[config.mk]
export PLATFORM = sky130hd
export DESIGN_NAME = conv_frame_sched
export DESIGN_NICKNAME = d
export VERILOG_FILES = /design/src/rtl/conv_frame_sched.sv
export SDC_FILE = /design/constraint.sdc
export NUM_CORES = 1
export LEC_CHECK = 0
export ABC_AREA = 1
export ABC_CLOCK_PERIOD_IN_PS = 1600
export BUFFER_PORTS_ARGS = -buffer_cell sky130_fd_sc_hd__buf_4
export CORE_AREA = 5 5 79 81
export CTS_CLUSTER_SIZE = 10
export DETAILED_ROUTE_END_ITERATION = 12
export DIE_AREA = 0 0 84 86
export SKIP_LAST_GASP = 1
export SYNTH_ARGS = -nofsm -noshare
export SYNTH_HDL_FRONTEND = slang
export SYNTH_SLANG_ARGS = --single-unit
[constraint.sdc]
create_clock -name clk -period 1.6 [get_ports clk]
set_input_delay 0 -clock clk [delete_from_list [all_inputs] [get_ports clk]]
set_output_delay 0 -clock clk [all_outputs]
set_load 0.02 [all_outputs]
[src/rtl/conv_frame_sched.sv]
// Paces an upstream pixel stream into a conv_layer: one pixel per HOLD_DATA-cycle slot, with line/frame markers.
// Define CONV_FRAME_SCHED_FLUSH_EN to append FLUSH_LINES zero lines after each frame.
module conv_frame_sched #(
    parameter int DATA_WIDTH  = 8,
    parameter int STRING_LEN  = 224,
    parameter int STRING_NUM  = 224,
    parameter int HOLD_DATA   = 16,
    parameter int FLUSH_LINES = 1
) (
    input  logic                  clk,
    input  logic                  reset_n,
    input  logic                  start_i,
    input  logic [DATA_WIDTH-1:0] src_data_i,
    input  logic                  src_valid_i,
    output logic                  src_ready_o,
    output logic [DATA_WIDTH-1:0] data_o,
    output logic                  data_valid_o,
    output logic                  sop_o,
    output logic                  eop_o,
    output logic                  sof_o,
    output logic                  eof_o,
    output logic                  busy_o,
    output logic                  done_o
);

    localparam int COL_W  = $clog2(STRING_LEN);
    localparam int LINE_W = $clog2(STRING_NUM);
    localparam int HOLD_W = (HOLD_DATA > 1) ? $clog2(HOLD_DATA) : 1;

    localparam logic [COL_W-1:0]  COL_LAST  = COL_W'(STRING_LEN - 1);
    localparam logic [LINE_W-1:0] LINE_LAST = LINE_W'(STRING_NUM - 1);
    // The hold counter counts down to zero, so HOLD_DATA-1 cycles start from HOLD_DATA-2.
    localparam logic [HOLD_W-1:0] HOLD_INIT = HOLD_W'((HOLD_DATA > 1) ? HOLD_DATA - 2 : 0);

    localparam logic [2:0] ST_IDLE = 3'd0;
    localparam logic [2:0] ST_RUN  = 3'd1;
    localparam logic [2:0] ST_HOLD = 3'd2;
    localparam logic [2:0] ST_DONE = 3'd4;

`ifdef CONV_FRAME_SCHED_FLUSH_EN
    localparam logic [2:0] ST_FLUSH = 3'd3;
    localparam int FL_W = (FLUSH_LINES > 1) ? $clog2(FLUSH_LINES) : 1;
    localparam logic [FL_W-1:0] FL_LAST = FL_W'((FLUSH_LINES > 0) ? FLUSH_LINES - 1 : 0);
    localparam logic [2:0] EOF_NEXT = (FLUSH_LINES > 0) ? ST_FLUSH : ST_DONE;

    logic [FL_W-1:0] fline_reg;
    logic [FL_W-1:0] fline_next;
`else
    // Without the flush build the frame always ends in DONE whatever FLUSH_LINES says.
    localparam logic [2:0] EOF_NEXT = (FLUSH_LINES >= 0) ? ST_DONE : ST_DONE;
`endif

    logic [2:0]            state_reg;
    logic [2:0]            state_next;
    logic [2:0]            ret_reg;
    logic [2:0]            ret_next;
    logic [COL_W-1:0]      col_reg;
    logic [COL_W-1:0]      col_next;
    logic [LINE_W-1:0]     line_reg;
    logic [LINE_W-1:0]     line_next;
    logic [HOLD_W-1:0]     hold_reg;
    logic [HOLD_W-1:0]     hold_next;

    logic [DATA_WIDTH-1:0] data_reg;
    logic                  valid_reg;
    logic                  sop_reg;
    logic                  eop_reg;
    logic                  sof_reg;
    logic                  eof_reg;

    logic                  emit;
    logic [DATA_WIDTH-1:0] emit_data;
    logic                  emit_sop;
    logic                  emit_eop;
    logic                  emit_sof;
    logic                  emit_eof;
    logic                  slot_go;
    logic [2:0]            slot_target;

    logic                  col_first;
    logic                  col_last;
    logic                  line_first;
    logic                  line_last;

    assign col_first  = (col_reg == '0);
    assign col_last   = (col_reg == COL_LAST);
    assign line_first = (line_reg == '0);
    assign line_last  = (line_reg == LINE_LAST);

    always_comb begin
        state_next  = state_reg;
        ret_next    = ret_reg;
        col_next    = col_reg;
        line_next   = line_reg;
        hold_next   = hold_reg;
`ifdef CONV_FRAME_SCHED_FLUSH_EN
        fline_next  = fline_reg;
`endif
        emit        = 1'b0;
        emit_data   = '0;
        emit_sop    = 1'b0;
        emit_eop    = 1'b0;
        emit_sof    = 1'b0;
        emit_eof    = 1'b0;
        slot_go     = 1'b0;
        slot_target = ST_RUN;

        case (state_reg)
            ST_IDLE: begin
                if (start_i) begin
                    state_next = ST_RUN;
                    col_next   = '0;
                    line_next  = '0;
`ifdef CONV_FRAME_SCHED_FLUSH_EN
                    fline_next = '0;
`endif
                end
            end
            ST_RUN: begin
                if (src_valid_i) begin
                    emit      = 1'b1;
                    emit_data = src_data_i;
                    emit_sop  = col_first;
                    emit_eop  = col_last;
                    emit_sof  = col_first && line_first;
                    emit_eof  = col_last && line_last;
                    if (col_last) begin
                        col_next  = '0;
                        line_next = line_last ? '0 : line_reg + LINE_W'(1);
                    end else begin
                        col_next  = col_reg + COL_W'(1);
                    end
                    slot_go     = 1'b1;
                    slot_target = (col_last && line_last) ? EOF_NEXT : ST_RUN;
                end
            end
            ST_HOLD: begin
                if (hold_reg == '0) begin
                    state_next = ret_reg;
                end else begin
                    hold_next  = hold_reg - HOLD_W'(1);
                end
            end
`ifdef CONV_FRAME_SCHED_FLUSH_EN
            ST_FLUSH: begin
                // Zero words never wait on the source; pacing comes from HOLD alone.
                emit     = 1'b1;
                emit_sop = col_first;
                emit_eop = col_last;
                if (col_last) begin
                    col_next   = '0;
                    fline_next = (fline_reg == FL_LAST) ? '0 : fline_reg + FL_W'(1);
                end else begin
                    col_next   = col_reg + COL_W'(1);
                end
                slot_go     = 1'b1;
                slot_target = (col_last && (fline_reg == FL_LAST)) ? ST_DONE : ST_FLUSH;
            end
`endif
            ST_DONE: begin
                state_next = ST_IDLE;
            end
            default: begin
                state_next = ST_IDLE;
            end
        endcase

        if (slot_go) begin
            if (HOLD_DATA > 1) begin
                state_next = ST_HOLD;
                hold_next  = HOLD_INIT;
                ret_next   = slot_target;
            end else begin
                state_next = slot_target;
            end
        end
    end

    always_ff @(posedge clk or negedge reset_n) begin
        if (!reset_n) begin
            state_reg <= ST_IDLE;
            ret_reg   <= ST_IDLE;
            col_reg   <= '0;
            line_reg  <= '0;
            hold_reg  <= '0;
`ifdef CONV_FRAME_SCHED_FLUSH_EN
            fline_reg <= '0;
`endif
            data_reg  <= '0;
            valid_reg <= 1'b0;
            sop_reg   <= 1'b0;
            eop_reg   <= 1'b0;
            sof_reg   <= 1'b0;
            eof_reg   <= 1'b0;
        end else begin
            state_reg <= state_next;
            ret_reg   <= ret_next;
            col_reg   <= col_next;
            line_reg  <= line_next;
            hold_reg  <= hold_next;
`ifdef CONV_FRAME_SCHED_FLUSH_EN
            fline_reg <= fline_next;
`endif
            data_reg  <= emit_data;
            valid_reg <= emit;
            sop_reg   <= emit_sop;
            eop_reg   <= emit_eop;
            sof_reg   <= emit_sof;
            eof_reg   <= emit_eof;
        end
    end

    assign src_ready_o  = (state_reg == ST_RUN);
`ifdef CONV_FRAME_SCHED_FLUSH_EN
    assign busy_o       = (state_reg == ST_RUN) || (state_reg == ST_HOLD) || (state_reg == ST_FLUSH);
`else
    assign busy_o       = (state_reg == ST_RUN) || (state_reg == ST_HOLD);
`endif
    assign done_o       = (state_reg == ST_DONE);
    assign data_o       = data_reg;
    assign data_valid_o = valid_reg;
    assign sop_o        = sop_reg;
    assign eop_o        = eop_reg;
    assign sof_o        = sof_reg;
    assign eof_o        = eof_reg;

endmodule
==> run_results.csv, run 1 <==
group,metric,value,unit
run_status,status,"finished, final reports clean",
floorplanning,start_util,0.365,
worst_setup_path,crit-reg2reg-launch,"col_reg[0]$_DFFE_PN0P_",
placed_design,place_ws,133,ps
placed_design,place_area,2270,um2
power_and_ir_drop,p_leak,1.32,nW
placed_design,numPortBuffers,27,
min_path,hold_path_end,"data_o[6]$_DFF_PN0_",
power_and_ir_drop,powerDensity,1340,nW/um2
sta,skew,10.4,ps
cells_and_area,final_util,0.470,
sta,drv_slew,0,
grt,grt_pass1_wl,7.57,mm
route,drc_errors,0,
worst_setup_path,reg2reg_to,"line_reg[1]$_DFFE_PN0P_",
placed_design,dp.cells,350,
power_and_ir_drop,p_total,3.40,mW
synth,ys_seq_area_frac,0.483,
sta,relSlewSlack,0.689,
cells_and_area,stdcell_area,2540,um2
grt,grt_overflow,0,
worst_setup_path,worst-path-max-fanout,8,
synth,synthesis.area,1970,um2
cells_and_area,syn_to_final_growth,28.9,%
sta,setup_viol,0,
grt,antenna_found_initial,0,
worst_setup_path,worstPathRequired,1780,ps
cts,cts.clk_slew.worst_paths,70,ps
worst_setup_path,crit_type,"flop to flop",
route,wl_per_cell,11.1,um
sta,hold_ws,3.50,ps
route,dr_wl_met2,2.02,mm
cts,cts_setup_buffers,0,
route,route.met3.wl,126,um
sta,setup_tns,0,ps
min_path,min_delay_path_depth,3,
floorplanning,dieArea,7220,um2
grt,grt_use_total,0.128,
cells_and_area,final_cell_mix,"nand2_1, dfrtp_1, nor2_1",
synth,synth-seq-cells,38,
floorplanning,rows,27,
cts,clockRootBuffer,"clkbuf_8",
cts,cts_sinks,38,
cts,cts_max_level,2,
worst_setup_path,arrival,1650,ps
route,vias,1686,
grt,grt_max_degree,39,
placed_design,place_congestion,0.858,
worst_setup_path,start_kind,"flop",
worst_setup_path,rr_worst_depth,8,
worst_setup_path,end_kind,"flop",
sta,hold_viol,0,
cts,clockBufferDepth,2,
cts,clk_latency,290,ps
placed_design,dp_hpwl,2.81,mm
cells_and_area,fin_nets,317,
grt,grt_pass1_vias,1706,
sta,rsz0062_at_grt,"false",
sta,fmax,681,MHz
route,avgViaCountPerCell,4.53,
route,dr.first_iter.drc_count,53,
sta,fin_ws,132,ps
cells_and_area,final_common_cell,"nand2_1",
synth,synth_nets,267,
synth,syn-instance-count,250,
route,wl_met1,1.89,mm
sta,max_slew.worst_pin.slew,467,ps
worst_setup_path,reg2reg_slack,130,ps
cts,cts_tree,"built",
synth,synth.yosys.warnings,0,
route,wl,4.13,mm
cells_and_area,stdcell_count,372,
flow_run,maxCapViolCount,0,
floorplanning,io_pins,28,
power_and_ir_drop,vdd_drop_max,0.568,mV
sta,fin_crit,1470,ps
floorplanning,fp.coreArea,5410,um2
min_path,hold_start,"src_valid_i",
cells_and_area,drive_above_1_share,0.180,
synth,synth.avg_cell_area,7.88,um2
route,first_pass_iters,4,
cts,numCtsBuffers,5,
floorplanning,dieHeight,86,um
min_path,hold_class,"input port to flop",
synth,ys_types,27,
floorplanning,fp.dieW,84,um
route,top_layer_used,"met4",
route,detail-route-antenna-nets,0,
sta,fin_crit_sh,0.918,
cells_and_area,diodes,0,
[power by group]
part / internal, mW / switching [mW]
registers: 1.11 / 0.0998
clock network: 0.499 / 0.326
logic: 0.484 / 0.882
[what timing repair did]
item / CTS / global route
hold buffers: 15 / 0
hold endpoints to repair: 46 / 0
resized for setup: 0 / 1
setup endpoints to repair: 0 / 2
[cell type report]
cell class	instances	area, um2
timing repair buffer	46	383
clock inverter	1	30.0
clock buffer	6	82.6
sequential	38	951
tap	72	90.1
inverter	28	108
multi-input combinational	181	896
fill	542	2870
[layer usage]
| metal | up-vias | global-route usage |
|---|---|---|
| met3 | 11 | 0.0259 |
| li1 | 867 | - |
| met5 | - | 0 |
| met1 | 774 | 0.155 |
| met2 | 34 | 0.218 |
| met4 | 0 | 0.0629 |
[cell families after synthesis]
group / share of synthesized area
compound gates: 0.0381
xor+xnor: 0.0133
fa+ha+maj: 0.0317
buf+inv: 0.0654
flops: 0.483
simple gates: 0.369
[how the worst max path moves through the flow]
stage / from / endpoint / slack, ps
2_1_floorplan: col_reg[0]$_DFFE_PN0P_ / line_reg[5]$_DFFE_PN0P_ / 290
5_1_grt: col_reg[0]$_DFFE_PN0P_ / line_reg[3]$_DFFE_PN0P_ / 3
4_1_cts: col_reg[0]$_DFFE_PN0P_ / line_reg[3]$_DFFE_PN0P_ / 110
3_3_place_gp: col_reg[0]$_DFFE_PN0P_ / line_reg[5]$_DFFE_PN0P_ / 180
6_report: col_reg[0]$_DFFE_PN0P_ / line_reg[1]$_DFFE_PN0P_ / 130
3_5_place_dp: col_reg[0]$_DFFE_PN0P_ / line_reg[5]$_DFFE_PN0P_ / 130
[Yosys cell counts]
library cell   n  area (um2)
nor4_1         1        6.26
o21a_1         1        7.51
buf_6          1        11.3
nor2_4         3        33.8
nand2_2        2        12.5
o21ai_0        6        30.0
a21oi_1        4        20.0
nand2_4        3        33.8
inv_4          1        6.26
nand2_1       90         338
ha_1           5        62.6
or2_2          1        6.26
nor2_1        33         124
xor2_1         3        26.3
o21ai_1        2        10.0
nand3_2        1        10.0
nand3_4        1        17.5
nor3_4         1        16.3
nor2_2         2        12.5
nand3_1       14        70.1
nor3_1         4        20.0
nand3b_1       2        15.0
dfrtp_1       38         951
o21bai_1       1        7.51
inv_1         27         101
buf_2          2        10.0
nand3b_2       1        11.3
[worst max-delay path: stages, from the launching register on]
cell and delay [ps]:
dfrtp_1 400, ha_1 190, nand2_1 120, nor2_4 170, nand2_2 120, nand2_4 110
nand3_4 120, nand2_1 90, nand2_1 40
No activity file was read; power rests on OpenSTA's default activity.
==> run 2: changes to the inputs <==
Settings changed: ABC_CLOCK_PERIOD_IN_PS 1600 to 1500, BUFFER_PORTS_ARGS -buffer_cell sky130_fd_sc_hd__buf_4 to -buffer_cell sky130_fd_sc_hd__buf_2.
Clock period 1.6 ns to 1.5 ns, I/O delays scaled along.
==> run 2 against run 1 <==
Compared with the run above: critical path depth did not move; via count fell by 1.7%; wire length shrank 0.56%; combinational power is 9% higher; non-clock buffer count is 1 lower; first-iteration DRC count up 43%; final cell count shrank 0.27%; clock-buffer cell count is the same; sequential power grew 7%; critical endpoint unchanged; largest cell class unchanged.
==> run_results.csv, run 2 (same netlist as run 1, synthesis figures left out) <==
group,metric,value,unit
cts,clockRootBuffer,"clkbuf_8",
grt,grt_pass1_wl,7.10,mm
sta,drv_slew,0,
cts,cts.clk_slew.worst_paths,70,ps
cells_and_area,final-seq-area,952,um2
placed_design,numPortBuffers,27,
cells_and_area,final_cell_mix,"nand2_1, dfrtp_1, nor2_1",
worst_setup_path,arrival,1580,ps
worst_setup_path,worst-path-max-fanout,8,
sta,relSlewSlack,0.684,
floorplanning,start_util,0.365,
sta,fmax,714,MHz
grt,grt_pass1_vias,1618,
power_and_ir_drop,p_leak,1.32,nW
floorplanning,rows,27,
worst_setup_path,start_kind,"flop",
power_and_ir_drop,p_comb_frac,0.409,
cells_and_area,fin_nets,316,
route,detail-route-antenna-nets,0,
cts,cts_sinks,38,
cts,clockBufferDepth,2,
grt,grt_overflow,0,
route,avgViaCountPerCell,4.47,
cts,cts_tree,"built",
power_and_ir_drop,p_clk_frac,0.241,
cells_and_area,stdcell_count,371,
power_and_ir_drop,intPower,2.22,mW
sta,fin_crit,1400,ps
cts,clk_latency,290,ps
route,first_pass_iters,4,
power_and_ir_drop,swShare,0.395,
floorplanning,fp.coreArea,5410,um2
run_status,status,"finished, final reports clean",
cells_and_area,multi_input_area,925,um2
route,vias,1657,
sta,hold_viol,0,
grt,antenna_found_initial,0,
sta,max_slew.worst_pin.slew,474,ps
placed_design,place_ws,5.30,ps
power_and_ir_drop,seqPwrFrac,0.350,
worst_setup_path,worstPathRequired,1680,ps
placed_design,dp_hpwl,2.80,mm
cells_and_area,syn_to_final_growth,26.0,%
route,wl_per_cell,11.1,um
placed_design,dp.cells,352,
flow_run,maxCapViolCount,0,
min_path,hold_class,"input port to flop",
route,wl,4.11,mm
floorplanning,io_pins,28,
route,dr.first_iter.drc_count,76,
worst_setup_path,end_kind,"flop",
floorplanning,dieArea,7220,um2
floorplanning,fp.dieW,84,um
cells_and_area,diodes,0,
grt,grt_use_total,0.121,
sta,skew,7.20,ps
cts,cts_max_level,2,
worst_setup_path,crit_type,"flop to flop",
sta,setup_viol,0,
cts,numCtsBuffers,5,
route,drc_errors,0,
placed_design,place_congestion,0.855,
sta,fin_ws,100,ps
sta,fin_crit_sh,0.933,
cells_and_area,final_common_cell,"nand2_1",
power_and_ir_drop,powerDensity,1480,nW/um2
grt,grt_max_degree,39,
cells_and_area,drive_above_1_share,0.204,
floorplanning,dieHeight,86,um
power_and_ir_drop,p_switching,1.45,mW
power_and_ir_drop,vdd_drop_max,0.636,mV
cells_and_area,fill_cells,547,
-- run 2: cell count changes in the layout (fill, tap and decap cells not counted) --
cell | previous run | this run
nand3_4 | 1 | 2
dfrtp_2 | 0 | 1
nor2_4 | 4 | 5
buf_4 | 31 | 8
dfrtp_1 | 38 | 37
buf_2 | 0 | 27
nor2_2 | 1 | 0
dlygate4sd3_1 | 15 | 9
nand2_8 | 0 | 1
nand2_1 | 90 | 89
nand3_2 | 1 | 0
buf_6 | 0 | 1
-- run 2: layer usage --
| layer | vias up | global-route usage | wire (um) |
|---|---|---|---|
| met5 | - | 0 | 0 |
| met4 | 0 | 0.0439 | 78 |
| met3 | 7 | 0.0327 | 171 |
| met2 | 37 | 0.205 | 1950 |
| met1 | 743 | 0.149 | 1910 |
| li1 | 870 | - | - |
-- run 2: critical path, stage by stage (launching register included) --
cell	delay, ps
dfrtp_1	370
ha_1	170
nand2_1	130
nor2_4	140
nand2_2	120
nand2_4	110
nand3_4	120
nand2_1	90
nand2_1	50
-- run 2: final timing paths --
check / startpoint / to / slack [ps] / cells after the start
max: col_reg[0]$_DFFE_PN0P_ / line_reg[1]$_DFFE_PN0P_ / 100 / 8
min: src_valid_i / data_o[6]$_DFF_PN0_ / 30 / 3
max reg2reg: col_reg[0]$_DFFE_PN0P_ / line_reg[1]$_DFFE_PN0P_ / 100 / 8
min reg2reg: ret_reg[2]$_DFFE_PN0P_ / ret_reg[2]$_DFFE_PN0P_ / 480 / 2
max in group asynchronous: reset_n / state_reg[2]$_DFFE_PN0P_ / 860 / 3
min in group asynchronous: reset_n / data_o[7]$_DFF_PN0_ / 290 / 3
-- run 2: power by group through the flow --
stage / clock, mW / sequential, mW / combinational [mW]
3_5_place_dp: 0 / 1.30 / 1.40
5_1_grt: 0.948 / 1.31 / 1.70
6_report: 0.884 / 1.29 / 1.50
3_3_place_gp: 0 / 1.30 / 1.40
2_1_floorplan: 0 / 1.36 / 0.977
4_1_cts: 0.909 / 1.28 / 1.43
-- run 2: timing repair --
action / in CTS / in global routing
pin swaps: 0 / 2
endpoints found under the setup margin: 5 / 15
resized for setup: 2 / 6
hold buffers: 9 / 0
endpoints found under the hold margin: 46 / 0
setup buffers: 0 / 3
-- run 2: area by class of cell --
type | instances | area share
clock buffers | 6 | 0.0332
clock inverters | 1 | 0.0121
inverters | 28 | 0.0433
multi-input cells | 181 | 0.372
flip-flops and latches | 38 | 0.383
well taps | 72 | 0.0363
repair buffers | 45 | 0.119
-- run 2: stage by stage --
stage	power, mW	setup TNS, ps	instance area (um2)	hold WS, ps	util
3_3_place_gp	2.69	-3.09	2220	81.1	0.411
6_report	3.67	0	2480	32.0	0.459
4_1_cts	3.62	0	2430	18.2	0.450
3_5_place_dp	2.70	0	2220	83.0	0.411
2_1_floorplan	2.34	0	1970	-296	-
5_1_grt	3.96	-101	2480	40.4	0.459
==> run 3: changes to the inputs <==
Settings changed: CTS_BUF_LIST set to sky130_fd_sc_hd__clkbuf_16, PLACE_DENSITY_LB_ADDON set to 0.25.
==> run 3 against run 2 <==
Compared with the run above: fmax rose by 1.8%; cell area rose by 1.4%; global-route usage rose by 0.45 points; combinational power fell by 3%; flip-flop and latch count did not move; register-to-register slack improved by 30 ps; critical path type is now flop to output port.
==> run_results.csv, run 3 (same netlist as run 1, synthesis figures left out) <==
group,metric,value,unit
route,first_pass_iters,4,
sta,fmax,727,MHz
worst_setup_path,crit_family,"flip-flops",
sta,relSlewSlack,0.720,
cts,cts_sinks,38,
grt,grt_pass1_vias,1619,
sta,hold_viol,0,
cells_and_area,fill_cells,556,
grt,antenna_found_initial,0,
power_and_ir_drop,p_total,3.75,mW
worst_setup_path,max_stage_delay,440,ps
worst_setup_path,worst-path-max-fanout,9,
placed_design,place_congestion,0.873,
worst_setup_path,worstPathRequired,1500,ps
route,wl,4.18,mm
grt,grt_use_total,0.126,
power_and_ir_drop,p_leak,1.35,nW
cts,clockBufferDepth,2,
cells_and_area,final_cell_mix,"nand2_1, dfrtp_1, nor2_1",
grt,grt_max_degree,22,
worst_setup_path,end_kind,"output port",
cells_and_area,syn_to_final_growth,27.8,%
cts,cts_tree,"built",
route,detail-route-antenna-nets,0,
cells_and_area,drive_above_1_share,0.213,
floorplanning,io_pins,28,
floorplanning,dieArea,7220,um2
floorplanning,fp.coreArea,5410,um2
placed_design,dp_hpwl,2.99,mm
worst_setup_path,crit-reg2reg-launch,"state_reg[2]$_DFFE_PN0P_",
cts,numCtsBuffers,5,
cells_and_area,diodes,0,
sta,fin_crit,1380,ps
power_and_ir_drop,vdd_drop_max,0.602,mV
worst_setup_path,crit_chain,"nor2_4 > nand2_2 > buf_4 > nand2_1 > buf_2",
sta,drv_slew,0,
floorplanning,dieHeight,86,um
cells_and_area,multi_input_area,916,um2
min_path,hold_class,"input port to flop",
power_and_ir_drop,powerDensity,1490,nW/um2
placed_design,numPortBuffers,27,
sta,setup_viol,0,
worst_setup_path,crit_type,"flop to output port",
cells_and_area,final-seq-area,951,um2
floorplanning,fp.dieW,84,um
cts,cts.clk_slew.worst_paths,60,ps
grt,grt_overflow,0,
worst_setup_path,cp_num_buf_inv,2,
sta,skew,4.87,ps
worst_setup_path,arrival,1380,ps
cells_and_area,final_common_cell,"nand2_1",
cells_and_area,fin_nets,317,
cells_and_area,final_util,0.466,
route,dr.first_iter.drc_count,85,
grt,grt_pass1_wl,7.28,mm
route,vias,1670,
floorplanning,start_util,0.365,
worst_setup_path,crit_start,"state_reg[2]$_DFFE_PN0P_",
cts,clockRootBuffer,"clkbuf_16",
route,avgViaCountPerCell,4.48,
floorplanning,rows,27,
cts,cts_max_level,2,
route,wl_per_cell,11.2,um
sta,max_slew.worst_pin.slew,419,ps
run_status,status,"finished, final reports clean",
worst_setup_path,start_kind,"flop",
cts,clk_latency,280,ps
flow_run,maxCapViolCount,0,
worst_setup_path,cp_slowest_cell,"dfrtp_1",
route,drc_errors,0,
min_path,hold_start,"src_valid_i",
sta,fin_crit_sh,0.917,
[run 3: changes by cell type in the layout (fill, tap and decap cells not counted), sizes merged]
cell and delta:
clkinv +2, buf +1, clkbuf -1, clkinvlp +1, bufinv -1
[run 3: final cells by class]
type | count | share of cell area
inverter | 28 | 0.0427
multi-input combinational | 181 | 0.364
sequential | 38 | 0.378
clock buffer | 5 | 0.0497
clock inverter | 3 | 0.00646
timing repair buffer | 46 | 0.124
tap | 72 | 0.0358
[run 3: power by group]
part	internal, mW	switching (mW)
clock network	0.606	0.400
logic	0.489	0.970
registers	1.18	0.104
[run 3: repair_timing]
action | in CTS | in global routing
hold buffers | 9 | 0
setup endpoints to repair | 0 | 13
setup buffers | 0 | 2
resized for setup | 0 | 7
endpoints found under the hold margin | 46 | 0
[run 3: through the flow]
step	hold WS (ps)	setup slack (ps)	TNS, ps	cell area [um2]	instances
2_1_floorplan	-296	195	0	1970	250
3_3_place_gp	-42.2	92.6	0	2250	354
3_5_place_dp	-43.0	42.0	0	2250	354
4_1_cts	22.7	24.7	0	2480	371
5_1_grt	52.1	-2.79	-2.79	2520	373
6_report	32.2	124	0	2520	373
[run 3: path summary, 6_finish.rpt]
path | to | slack, ps | cells after the start
max | busy_o | 120 | 5
min | data_o[0]$_DFF_PN0_ | 30 | 3
max reg2reg | line_reg[6]$_DFFE_PN0P_ | 130 | 7
min reg2reg | hold_reg[2]$_DFFE_PN0P_ | 480 | 2
max in group asynchronous | line_reg[7]$_DFFE_PN0P_ | 860 | 3
min in group asynchronous | data_o[4]$_DFF_PN0_ | 190 | 2
[run 3: per-layer routing]
layer	up-vias	track usage	part of all wire
met5	-	0	0
met4	0	0.0643	0.031
met3	11	0.0336	0.033
met2	27	0.215	0.49
met1	763	0.145	0.45
li1	869	-	-
[run 3: tightest hold or removal path: cells and delay by family]
| family | cells | cell delay (ps) |
|---|---|---|
| and+or+nand+nor | 2 | 110 |
| buffers and inverters | 1 | 170 |
